[src/rtl/masked_case_pkg.sv]
// Shared definitions for the masked-case lookup unit: reset constants,
// miss-policy encoding and the index-width helper.
package masked_case_pkg;

  localparam logic ROW_EN_RST    = 1'b0;
  localparam logic KMASK_BIT_RST = 1'b1;

  typedef enum logic {
    MISS_DEFAULT = 1'b0,
    MISS_HOLD    = 1'b1
  } miss_mode_e;

  function automatic int unsigned idx_width(input int unsigned entries);
    return (entries > 1) ? $clog2(entries) : 1;
  endfunction

endpackage

[src/rtl/masked_case_row.sv]
// One programmable table row: (en, match, care, value) register plus its
// combinational match bit against the effective key.
module masked_case_row
  import masked_case_pkg::*;
#(
  parameter int unsigned KEY_W = 4,
  parameter int unsigned VAL_W = 3
) (
  input  logic             clk,
  input  logic             reset,
  input  logic             we_i,
  input  logic             en_i,
  input  logic [KEY_W-1:0] match_i,
  input  logic [KEY_W-1:0] care_i,
  input  logic [VAL_W-1:0] value_i,
  input  logic [KEY_W-1:0] key_i,
  output logic             hit_o,
  output logic [VAL_W-1:0] value_o
);

  typedef struct packed {
    logic             en;
    logic [KEY_W-1:0] match;
    logic [KEY_W-1:0] care;
    logic [VAL_W-1:0] value;
  } entry_t;

  localparam entry_t ENTRY_RST = '{en: ROW_EN_RST, match: '0, care: '0, value: '0};

  entry_t entry_q, entry_d;

  always_comb begin
    entry_d = entry_q;
    if (we_i) begin
      entry_d = '{en: en_i, match: match_i, care: care_i, value: value_i};
    end
  end

  always_ff @(posedge clk) begin
    if (reset) begin
      entry_q <= ENTRY_RST;
    end else begin
      entry_q <= entry_d;
    end
  end

  assign hit_o   = entry_q.en && (((key_i ^ entry_q.match) & entry_q.care) == '0);
  assign value_o = entry_q.value;

endmodule

[src/rtl/masked_case_lut.sv]
// Registered masked-case lookup: programmable rows, global key mask,
// lowest-index-wins priority, hold-or-default miss policy.
module masked_case_lut
  import masked_case_pkg::*;
#(
  parameter int unsigned       KEY_W        = 4,
  parameter int unsigned       VAL_W        = 3,
  parameter int unsigned       ENTRIES      = 8,
  parameter int unsigned       HOLD_ON_MISS = 1,
  parameter logic [VAL_W-1:0]  DEFAULT_VAL  = '0,
  parameter int unsigned       IDX_W        = idx_width(ENTRIES)
) (
  input  logic             clk,
  input  logic             reset,
  input  logic             cfg_we,
  input  logic [IDX_W-1:0] cfg_idx,
  input  logic             cfg_en,
  input  logic [KEY_W-1:0] cfg_match,
  input  logic [KEY_W-1:0] cfg_care,
  input  logic [VAL_W-1:0] cfg_value,
  input  logic             kmask_we,
  input  logic [KEY_W-1:0] kmask_in,
  input  logic             in_valid,
  input  logic [KEY_W-1:0] in_key,
  output logic             out_valid,
  output logic [VAL_W-1:0] out_value,
  output logic             out_hit,
  output logic [IDX_W-1:0] out_idx
);

  localparam miss_mode_e MISS_MODE = (HOLD_ON_MISS != 0) ? MISS_HOLD : MISS_DEFAULT;

  logic [KEY_W-1:0]   kmask_q, kmask_d;
  logic [KEY_W-1:0]   key_eff;
  logic [ENTRIES-1:0] row_hit;
  logic [VAL_W-1:0]   row_value [ENTRIES];

  logic               s1_valid_q;
  logic [ENTRIES-1:0] s1_hit_q;
  logic [VAL_W-1:0]   s1_value_q [ENTRIES];

  logic               s2_valid_q;
  logic               s2_hit_q, s2_hit_d;
  logic [IDX_W-1:0]   s2_idx_q, s2_idx_d;
  logic [VAL_W-1:0]   s2_value_q, s2_value_d;
  logic [VAL_W-1:0]   held_q, held_d;
  logic [VAL_W-1:0]   win_value;
  logic               found;

  logic               out_valid_q, out_hit_q;
  logic [IDX_W-1:0]   out_idx_q;
  logic [VAL_W-1:0]   out_value_q;

  assign kmask_d = kmask_we ? kmask_in : kmask_q;
  assign key_eff = in_key & kmask_q;

  always_ff @(posedge clk) begin
    if (reset) begin
      kmask_q <= {KEY_W{KMASK_BIT_RST}};
    end else begin
      kmask_q <= kmask_d;
    end
  end

  // Out-of-range cfg_idx matches no row, so such writes fall away.
  for (genvar r = 0; r < ENTRIES; r++) begin : g_row
    masked_case_row #(
      .KEY_W (KEY_W),
      .VAL_W (VAL_W)
    ) u_row (
      .clk     (clk),
      .reset   (reset),
      .we_i    (cfg_we && (cfg_idx == IDX_W'(r))),
      .en_i    (cfg_en),
      .match_i (cfg_match),
      .care_i  (cfg_care),
      .value_i (cfg_value),
      .key_i   (key_eff),
      .hit_o   (row_hit[r]),
      .value_o (row_value[r])
    );
  end

  // Row values are snapshotted alongside the match vector so a same-cycle
  // row rewrite cannot leak into the stage-2 value mux.
  always_ff @(posedge clk) begin
    if (reset) begin
      s1_valid_q <= 1'b0;
    end else begin
      s1_valid_q <= in_valid;
    end
  end

  always_ff @(posedge clk) begin
    if (in_valid) begin
      s1_hit_q   <= row_hit;
      s1_value_q <= row_value;
    end
  end

  always_comb begin
    found     = 1'b0;
    s2_idx_d  = '0;
    win_value = s1_value_q[0];
    for (int unsigned i = 0; i < ENTRIES; i++) begin
      if (s1_hit_q[i] && !found) begin
        found     = 1'b1;
        s2_idx_d  = IDX_W'(i);
        win_value = s1_value_q[i];
      end
    end
    s2_hit_d = found;
    if (found) begin
      s2_value_d = win_value;
    end else if (MISS_MODE == MISS_HOLD) begin
      s2_value_d = held_q;
    end else begin
      s2_value_d = DEFAULT_VAL;
    end
    held_d = (s1_valid_q && found) ? win_value : held_q;
  end

  always_ff @(posedge clk) begin
    if (reset) begin
      s2_valid_q <= 1'b0;
      s2_hit_q   <= 1'b0;
      s2_idx_q   <= '0;
      s2_value_q <= DEFAULT_VAL;
      held_q     <= DEFAULT_VAL;
    end else begin
      s2_valid_q <= s1_valid_q;
      held_q     <= held_d;
      if (s1_valid_q) begin
        s2_hit_q   <= s2_hit_d;
        s2_idx_q   <= s2_idx_d;
        s2_value_q <= s2_value_d;
      end
    end
  end

  always_ff @(posedge clk) begin
    if (reset) begin
      out_valid_q <= 1'b0;
      out_hit_q   <= 1'b0;
      out_idx_q   <= '0;
      out_value_q <= DEFAULT_VAL;
    end else begin
      out_valid_q <= s2_valid_q;
      if (s2_valid_q) begin
        out_hit_q   <= s2_hit_q;
        out_idx_q   <= s2_idx_q;
        out_value_q <= s2_value_q;
      end
    end
  end

  assign out_valid = out_valid_q;
  assign out_value = out_value_q;
  assign out_hit   = out_hit_q;
  assign out_idx   = out_idx_q;

endmodule

[config.mk]
export PLATFORM = sky130hd
export DESIGN_NAME = masked_case_lut
export DESIGN_NICKNAME = d
export VERILOG_FILES = /design/src/rtl/masked_case_pkg.sv /design/src/rtl/masked_case_row.sv /design/src/rtl/masked_case_lut.sv
export SDC_FILE = /design/constraint.sdc
export NUM_CORES = 1
export LEC_CHECK = 0
export CORE_MARGIN = 2
export CORE_UTILIZATION = 45
export CTS_CLUSTER_SIZE = 10
export DETAILED_ROUTE_END_ITERATION = 7
export PLACE_DENSITY_LB_ADDON = 0.12
export SETUP_SLACK_MARGIN = 0.5
export SYNTH_ARGS = -nofsm -noshare
export SYNTH_HDL_FRONTEND = slang
export SYNTH_SLANG_ARGS = --single-unit
[constraint.sdc]
create_clock -name clk -period 2.4 [get_ports clk]
set_input_delay 0.6 -clock clk [delete_from_list [all_inputs] [get_ports clk]]
set_output_delay 0.6 -clock clk [all_outputs]
set_load 0.03 [all_outputs]
# Word level (Yosys, flattened, before mapping)
# Index checks and enable logic that the tools add are counted.
totals:
  ff_bits: 152
  in_bits: 28
  out_inout_bits: 8
  wordCells: 139
classes:
  eq_ne: 7
  mux: 23
  n_bitwise: 17
  reduce_logical: 40
op_table:
  columns: ["cell", "count"]
  rows:
  - ["2-to-1 mux 3 bit", 14]
  - ["AND 4 bit", 9]
  - ["zero test 4 bit", 8]
  - ["XOR 4 bit", 8]
  - ["logical AND 1 bit", 24]
  - ["== test 3 bit (second input constant)", 4]
  - ["2-to-1 mux 1 bit", 9]
  - ["zero test 1 bit", 7]
  - ["== test 3 x 2 -> 1 bit (second input constant)", 2]
  - ["== test 3 x 1 -> 1 bit (second input constant)", 1]
  - ["zero test 3 bit", 1]

# Logic depth before layout (Yosys ltp)
depth:
  word_depth: 23
  depth_mapped: 7
  mapped_depth_nobuf: 5

# Hierarchy
# From an unflattened synthesis, not the netlist that was laid out.
unflattened:
  hier_cells: 584
  hier_area_um2: 6282.3
by_module_without_submodules:
  columns: ["module", "instances", "cells_each", "area_each_um2", "seq_area_each_um2"]
  rows:
  - ["masked_case_row", 8, 48, 494.2, 240.2]
  - ["masked_case_lut", 1, 200, 2328.5, 1441.4]

# Worst setup path after synthesis
# OpenSTA, ideal clock, no wires.
synth_path:
  path_kind: "register to register"
  start: "reg s1_hit_q[3]"
  end: "reg s2_value_q[1]"
  setup_ns: 0.100
  arrival_time_ns: 2.106
  required_ns: 2.300
  path_slack_ns: 0.195
  path_stages_with_launch: 7
  path_buffers: 1
  synth_period_minus_slack_ns: 2.205
  path_cell_list: "edfxtp_1 or4_4 buf_6 or3_4 o311a_1 and3_4 a2111oi_4"
synth_via:
  elab_chain_cells: 15
  word_cells_on_any_way: 20
  classes_between: "mux (11); reduce/logical (9)"
synth_rtl:
  columns: ["item", "line", "source"]
  rows:
  - ["start, declared", "masked_case_lut.sv:39", "logic [ENTRIES-1:0] s1_hit_q;"]
  - ["start signal, assigned", "masked_case_lut.sv:96", "s1_hit_q <= row_hit;"]
  - ["logical AND 1 bit *", "masked_case_lut.sv:106", "if (s1_hit_q[i] && !found) begin"]
  - ["2-to-1 mux 1 bit", "masked_case_lut.sv:106", null]
  - ["zero test 1 bit", "masked_case_lut.sv:106", null]
  - ["logical AND 1 bit", "masked_case_lut.sv:106", null]
  - ["2-to-1 mux 1 bit", "masked_case_lut.sv:106", null]
  - ["zero test 1 bit", "masked_case_lut.sv:106", null]
  - ["logical AND 1 bit", "masked_case_lut.sv:106", null]
  - ["2-to-1 mux 1 bit", "masked_case_lut.sv:106", null]
  - ["zero test 1 bit", "masked_case_lut.sv:106", null]
  - ["logical AND 1 bit", "masked_case_lut.sv:106", null]
  - ["2-to-1 mux 1 bit", "masked_case_lut.sv:106", null]
  - ["zero test 1 bit", "masked_case_lut.sv:106", null]
  - ["logical AND 1 bit", "masked_case_lut.sv:106", null]
  - ["2-to-1 mux 3 bit or 2-to-1 mux 1 bit (tied branches)", "masked_case_lut.sv:106", null]
  - ["2-to-1 mux 3 bit *", "masked_case_lut.sv:113", "if (found) begin"]
  - ["end signal, assigned", "masked_case_lut.sv:136", "s2_value_q <= s2_value_d;"]
  - ["end, declared", "masked_case_lut.sv:45", "logic [VAL_W-1:0] s2_value_q, s2_value_d;"]
# Every way passes the cells marked *; elsewhere a longest branch is shown, timed or not.
# A chain may end at the register's enable or synchronous reset.

# Worst setup path after layout
layout_path:
  start: "reg s1_hit_q[2]"
  end: "reg s2_value_q[1]"
layout_via:
  elab_chain_cells: 18
  word_cells_on_any_way: 24
  classes_between: "mux (13); reduce/logical (11)"
layout_rtl:
  columns: ["item", "line"]
  rows:
  - ["logical AND 1 bit *", "masked_case_lut.sv:106"]
  - ["2-to-1 mux 1 bit", "masked_case_lut.sv:106"]
  - ["zero test 1 bit", "masked_case_lut.sv:106"]
  - ["logical AND 1 bit", "masked_case_lut.sv:106"]
  - ["2-to-1 mux 1 bit", "masked_case_lut.sv:106"]
  - ["zero test 1 bit", "masked_case_lut.sv:106"]
  - ["logical AND 1 bit", "masked_case_lut.sv:106"]
  - ["2-to-1 mux 1 bit", "masked_case_lut.sv:106"]
  - ["(+2 left out)", null]
  - ["2-to-1 mux 1 bit", "masked_case_lut.sv:106"]
  - ["zero test 1 bit", "masked_case_lut.sv:106"]
  - ["logical AND 1 bit", "masked_case_lut.sv:106"]
  - ["2-to-1 mux 1 bit", "masked_case_lut.sv:106"]
  - ["zero test 1 bit", "masked_case_lut.sv:106"]
  - ["logical AND 1 bit", "masked_case_lut.sv:106"]
  - ["2-to-1 mux 3 bit or 2-to-1 mux 1 bit (tied branches)", "masked_case_lut.sv:106"]
  - ["2-to-1 mux 3 bit *", "masked_case_lut.sv:113"]
# Marked as above.

==> out/metrics.yaml <==
floorplanning:
  start_util_pct: 46.4
  dieArea_um2: 14700
  die_h_um: 121
  die_w_um: 121
  coreArea_um2: 13300
  row_count: 42
  io_pins: 36
logic_synthesis:
  synth.distinct_cells: 51
  seq_area_frac_synth_pct: 54.5
  async_flop_share_pct: 0
  synth_cells: 692
  syn_nets: 720
  avgSynthCellArea_um2: 8.91
  synth_edf_count: 32
  netlist_top_cells_area: "dfxtp_1, edfxtp_1, nand2_1, a21oi_1, xnor2_1"
  ys_ff_latch: 152
  ys_warn_count: 0
  syn_area_um2: 6170
  synth_top_cell_area_share_pct: 38.9
  yosysTopAreaCell: "dfxtp_1"
  synth_ff_type: "dfxtp_1"
setup_path:
  r2r_cells: 5
  worst-r2r-setup-slack_ns: 0.31
  cp_data_required_time_ns: 2.72
  crit-reg2reg-launch: "s1_hit_q[2]$_DFFE_PP_"
  cp-start-kind: "flip-flop"
  cpPeakStageDelay_ns: 0.56
  arrival_ns: 2.41
  r2r-end: "s2_value_q[1]$_SDFFE_PP0P_"
  critical-path-top-delay-family: "simple AND/OR/NAND/NOR gates"
  worst-path-buf-inv: 0
  cp_max_fo: 3
  crit_chain: "or4_4 > or3_4 > o311a_1 > and3_4 > a2111oi_4"
  critPathSlowestCell: "or4_4"
  crit_path_end_kind: "flip-flop"
  path_class: "reg2reg"
cts:
  htree_levels: 4
  cts_tree: "done"
  clock_sinks: 152
  path_clk_slew_ns: 0.06
  cts_root_buffer: "clkbuf_16"
  cts_made_buffers: 17
  cts.path.max_buffers: 2
  clk_latency_ns: 0.42
power:
  leakagePower_nw: 2.63
  p_per_area_nw_per_um2: 804
  finalPower_w: 0.00600
  ir_drop_uv: 431
final_layout:
  syn_to_final_growth_pct: 21.0
  multi_input_comb_area_um2: 2590
  diodes: 0
  fin_nets: 761
  seqCellArea_um2: 3360
  fillers: 1195
  layout-drive-gt1-share_pct: 12.9
route:
  firstDrtPassIters: 5
  wl_um: 14200
  ant_nets: 0
  drt-initial-drc-count: 382
  route.detailed.drc: 0
  via_per_inst: 5.22
  drt-wirelength-per-cell_um: 15.5
  dr_total_vias: 4812
outcome:
  status: "complete, no violations"
sta:
  min_period_ns: 2.09
  maxSlewHeadroom_pct: 53.8
  hold_violations: 0
  setup_slack_ns: 0.313
  rsz0062_at_grt: "true"
  worst_pin_slew_ns: 0.692
  skew_ns: 0.00774
  slew_violations: 0
  period_share_pct: 86.9
  setup_viol: 0
  fmax_mhz: 479
  fin_tns_setup_ns: 0
min_path:
  whs_path_depth: 0
  worstHoldStart: "g_row[4].u_row.value_o[0]$_SDFFE_PP0P_"
  hp-class: "reg2reg"
  whs_endpoint: "s1_value_q[9]$_DFFE_PP_"
grt:
  antenna_found_initial: 0
  grt_max_degree: 62
  grt_pass1_wl_um: 23100
  first_global_vias: 4609
  overflow: 0
  grt.total_usage_pct: 20.6
placed_design:
  portBuffers: 35
  place_ws_ns: 0.0469
  gp_congestion: 0.787
  dp_hpwl_um: 9550
job:
  cap_violations: 0
## where the power goes
group	internal, W	switching (W)	total (W)	leakage [nW]
combinational	0.000203	0.000250	0.000453	1.03
clock	0.00174	0.00107	0.00281	0.300
sequential	0.00269	0.0000501	0.00274	1.30
## area by class of cell
cell class,count,share of cell area [%]
Multi-Input combinational cell,487,34.7
Sequential cell,152,45.1
Tap cell,176,2.95
Timing Repair Buffer,73,8.80
Clock inverter,15,2.70
Inverter,2,0.101
Clock buffer,17,5.70
## synthesized netlist by cell type (all sizes together), types with 2 or more instances
| master | count |
|---|---|
| clkbuf | 41 |
| or2b | 2 |
| o211ai | 5 |
| o21a | 2 |
| nor3 | 4 |
| nand3 | 4 |
| and3b | 2 |
| a211o | 6 |
| a221oi | 2 |
| a21oi | 105 |
| edfxtp | 32 |
| and3 | 9 |
| xnor2 | 32 |
| or3b | 2 |
| dfxtp | 120 |
| o311a | 3 |
| mux2i | 10 |
| a31oi | 4 |
| inv | 2 |
| o221a | 2 |
| nor2 | 27 |
| or3 | 3 |
| nand2b | 7 |
| nand2 | 216 |
| buf | 10 |
| nor2b | 12 |
| or2 | 3 |
| a222oi | 8 |
| o21ai | 6 |
## worst max-delay path by stage
stage	startpoint	end	slack, ns	cells after the start
2_1_floorplan	s1_hit_q[1]$_DFFE_PP_	s2_value_q[1]$_SDFFE_PP0P_	0.22	7
3_3_place_gp	in_key[0]	s1_hit_q[2]$_DFFE_PP_	0.03	6
3_5_place_dp	in_key[0]	s1_hit_q[2]$_DFFE_PP_	0.05	6
4_1_cts	s1_hit_q[1]$_DFFE_PP_	s2_value_q[1]$_SDFFE_PP0P_	0.33	5
5_1_grt	s1_hit_q[2]$_DFFE_PP_	s2_value_q[0]$_SDFFE_PP0P_	0.28	6
6_report	s1_hit_q[2]$_DFFE_PP_	s2_value_q[1]$_SDFFE_PP0P_	0.31	5
## cells in the final DEF (no fill, tap or decap), types with 4 or more instances in the layout
master and n:
a211o_1 4, a21oi_1 104, a222oi_1 8, a31oi_1 4, and3_1 8, buf_4 36
bufinv_16 4, clkbuf_16 17, clkdlybuf4s50_1 24, dfxtp_1 120, dlygate4sd2_1 8, edfxtp_1 32
mux2i_1 10, nand2_1 213, nand2b_1 7, nand3_1 4, nor2_1 26, nor2b_1 12
o211ai_1 5, o21ai_0 4, xnor2_1 32
## timing repair
action	4_1_cts	5_1_grt
hold buffers	0	0
resized for setup	10	7
buffers inserted	5	7
setup endpoints to repair	16	14
pin swaps	6	9
## layer usage
layer | up-vias | track usage, % | share of wire, %
met5 | - | 0 | 0
met4 | 0 | 10.2 | 2.7
met3 | 27 | 3.90 | 3.2
met2 | 93 | 34.6 | 49
met1 | 2273 | 25.4 | 45
li1 | 2419 | - | -
## metrics by stage
stage / std cells / hold slack [ns] / utilization, % / area, µm²
after floorplan: 692 / 0.408 / - / 6180
after global placement: 878 / 0.416 / 50.6 / 6730
after detailed placement: 878 / 0.418 / 50.6 / 6730
after CTS: 915 / 0.433 / 55.6 / 7390
after global routing: 922 / 0.443 / 56.1 / 7460
final: 922 / 0.431 / 56.1 / 7460
## kinds of logic (layout without fill, tap and decap cells)
| family | count (synthesis) | count (layout) | share of synthesized area, % |
|---|---|---|---|
| simple gates | 297 | 297 | 20.7 |
| flops | 152 | 152 | 54.5 |
| compound gates | 148 | 148 | 14.6 |
| buf+inv | 53 | 107 | 3.98 |
| xor+xnor | 32 | 32 | 4.54 |
| mux | 10 | 10 | 1.62 |
## state kept, by name, summed over array words and instances, names as in the netlist
register,cells
s2_valid_q,1
held_q,3
kmask_q,4
out_value,3
s2_idx_q,3
s1_valid_q,1
out_hit,1
out_valid,1
out_idx,3
s1_value_q,24
s2_value_q,3
g_row.u_row.value_o,24
g_row.u_row.entry_q,72
s1_hit_q,8
s2_hit_q,1
Note: power is estimated with default switching activity, not from simulation.
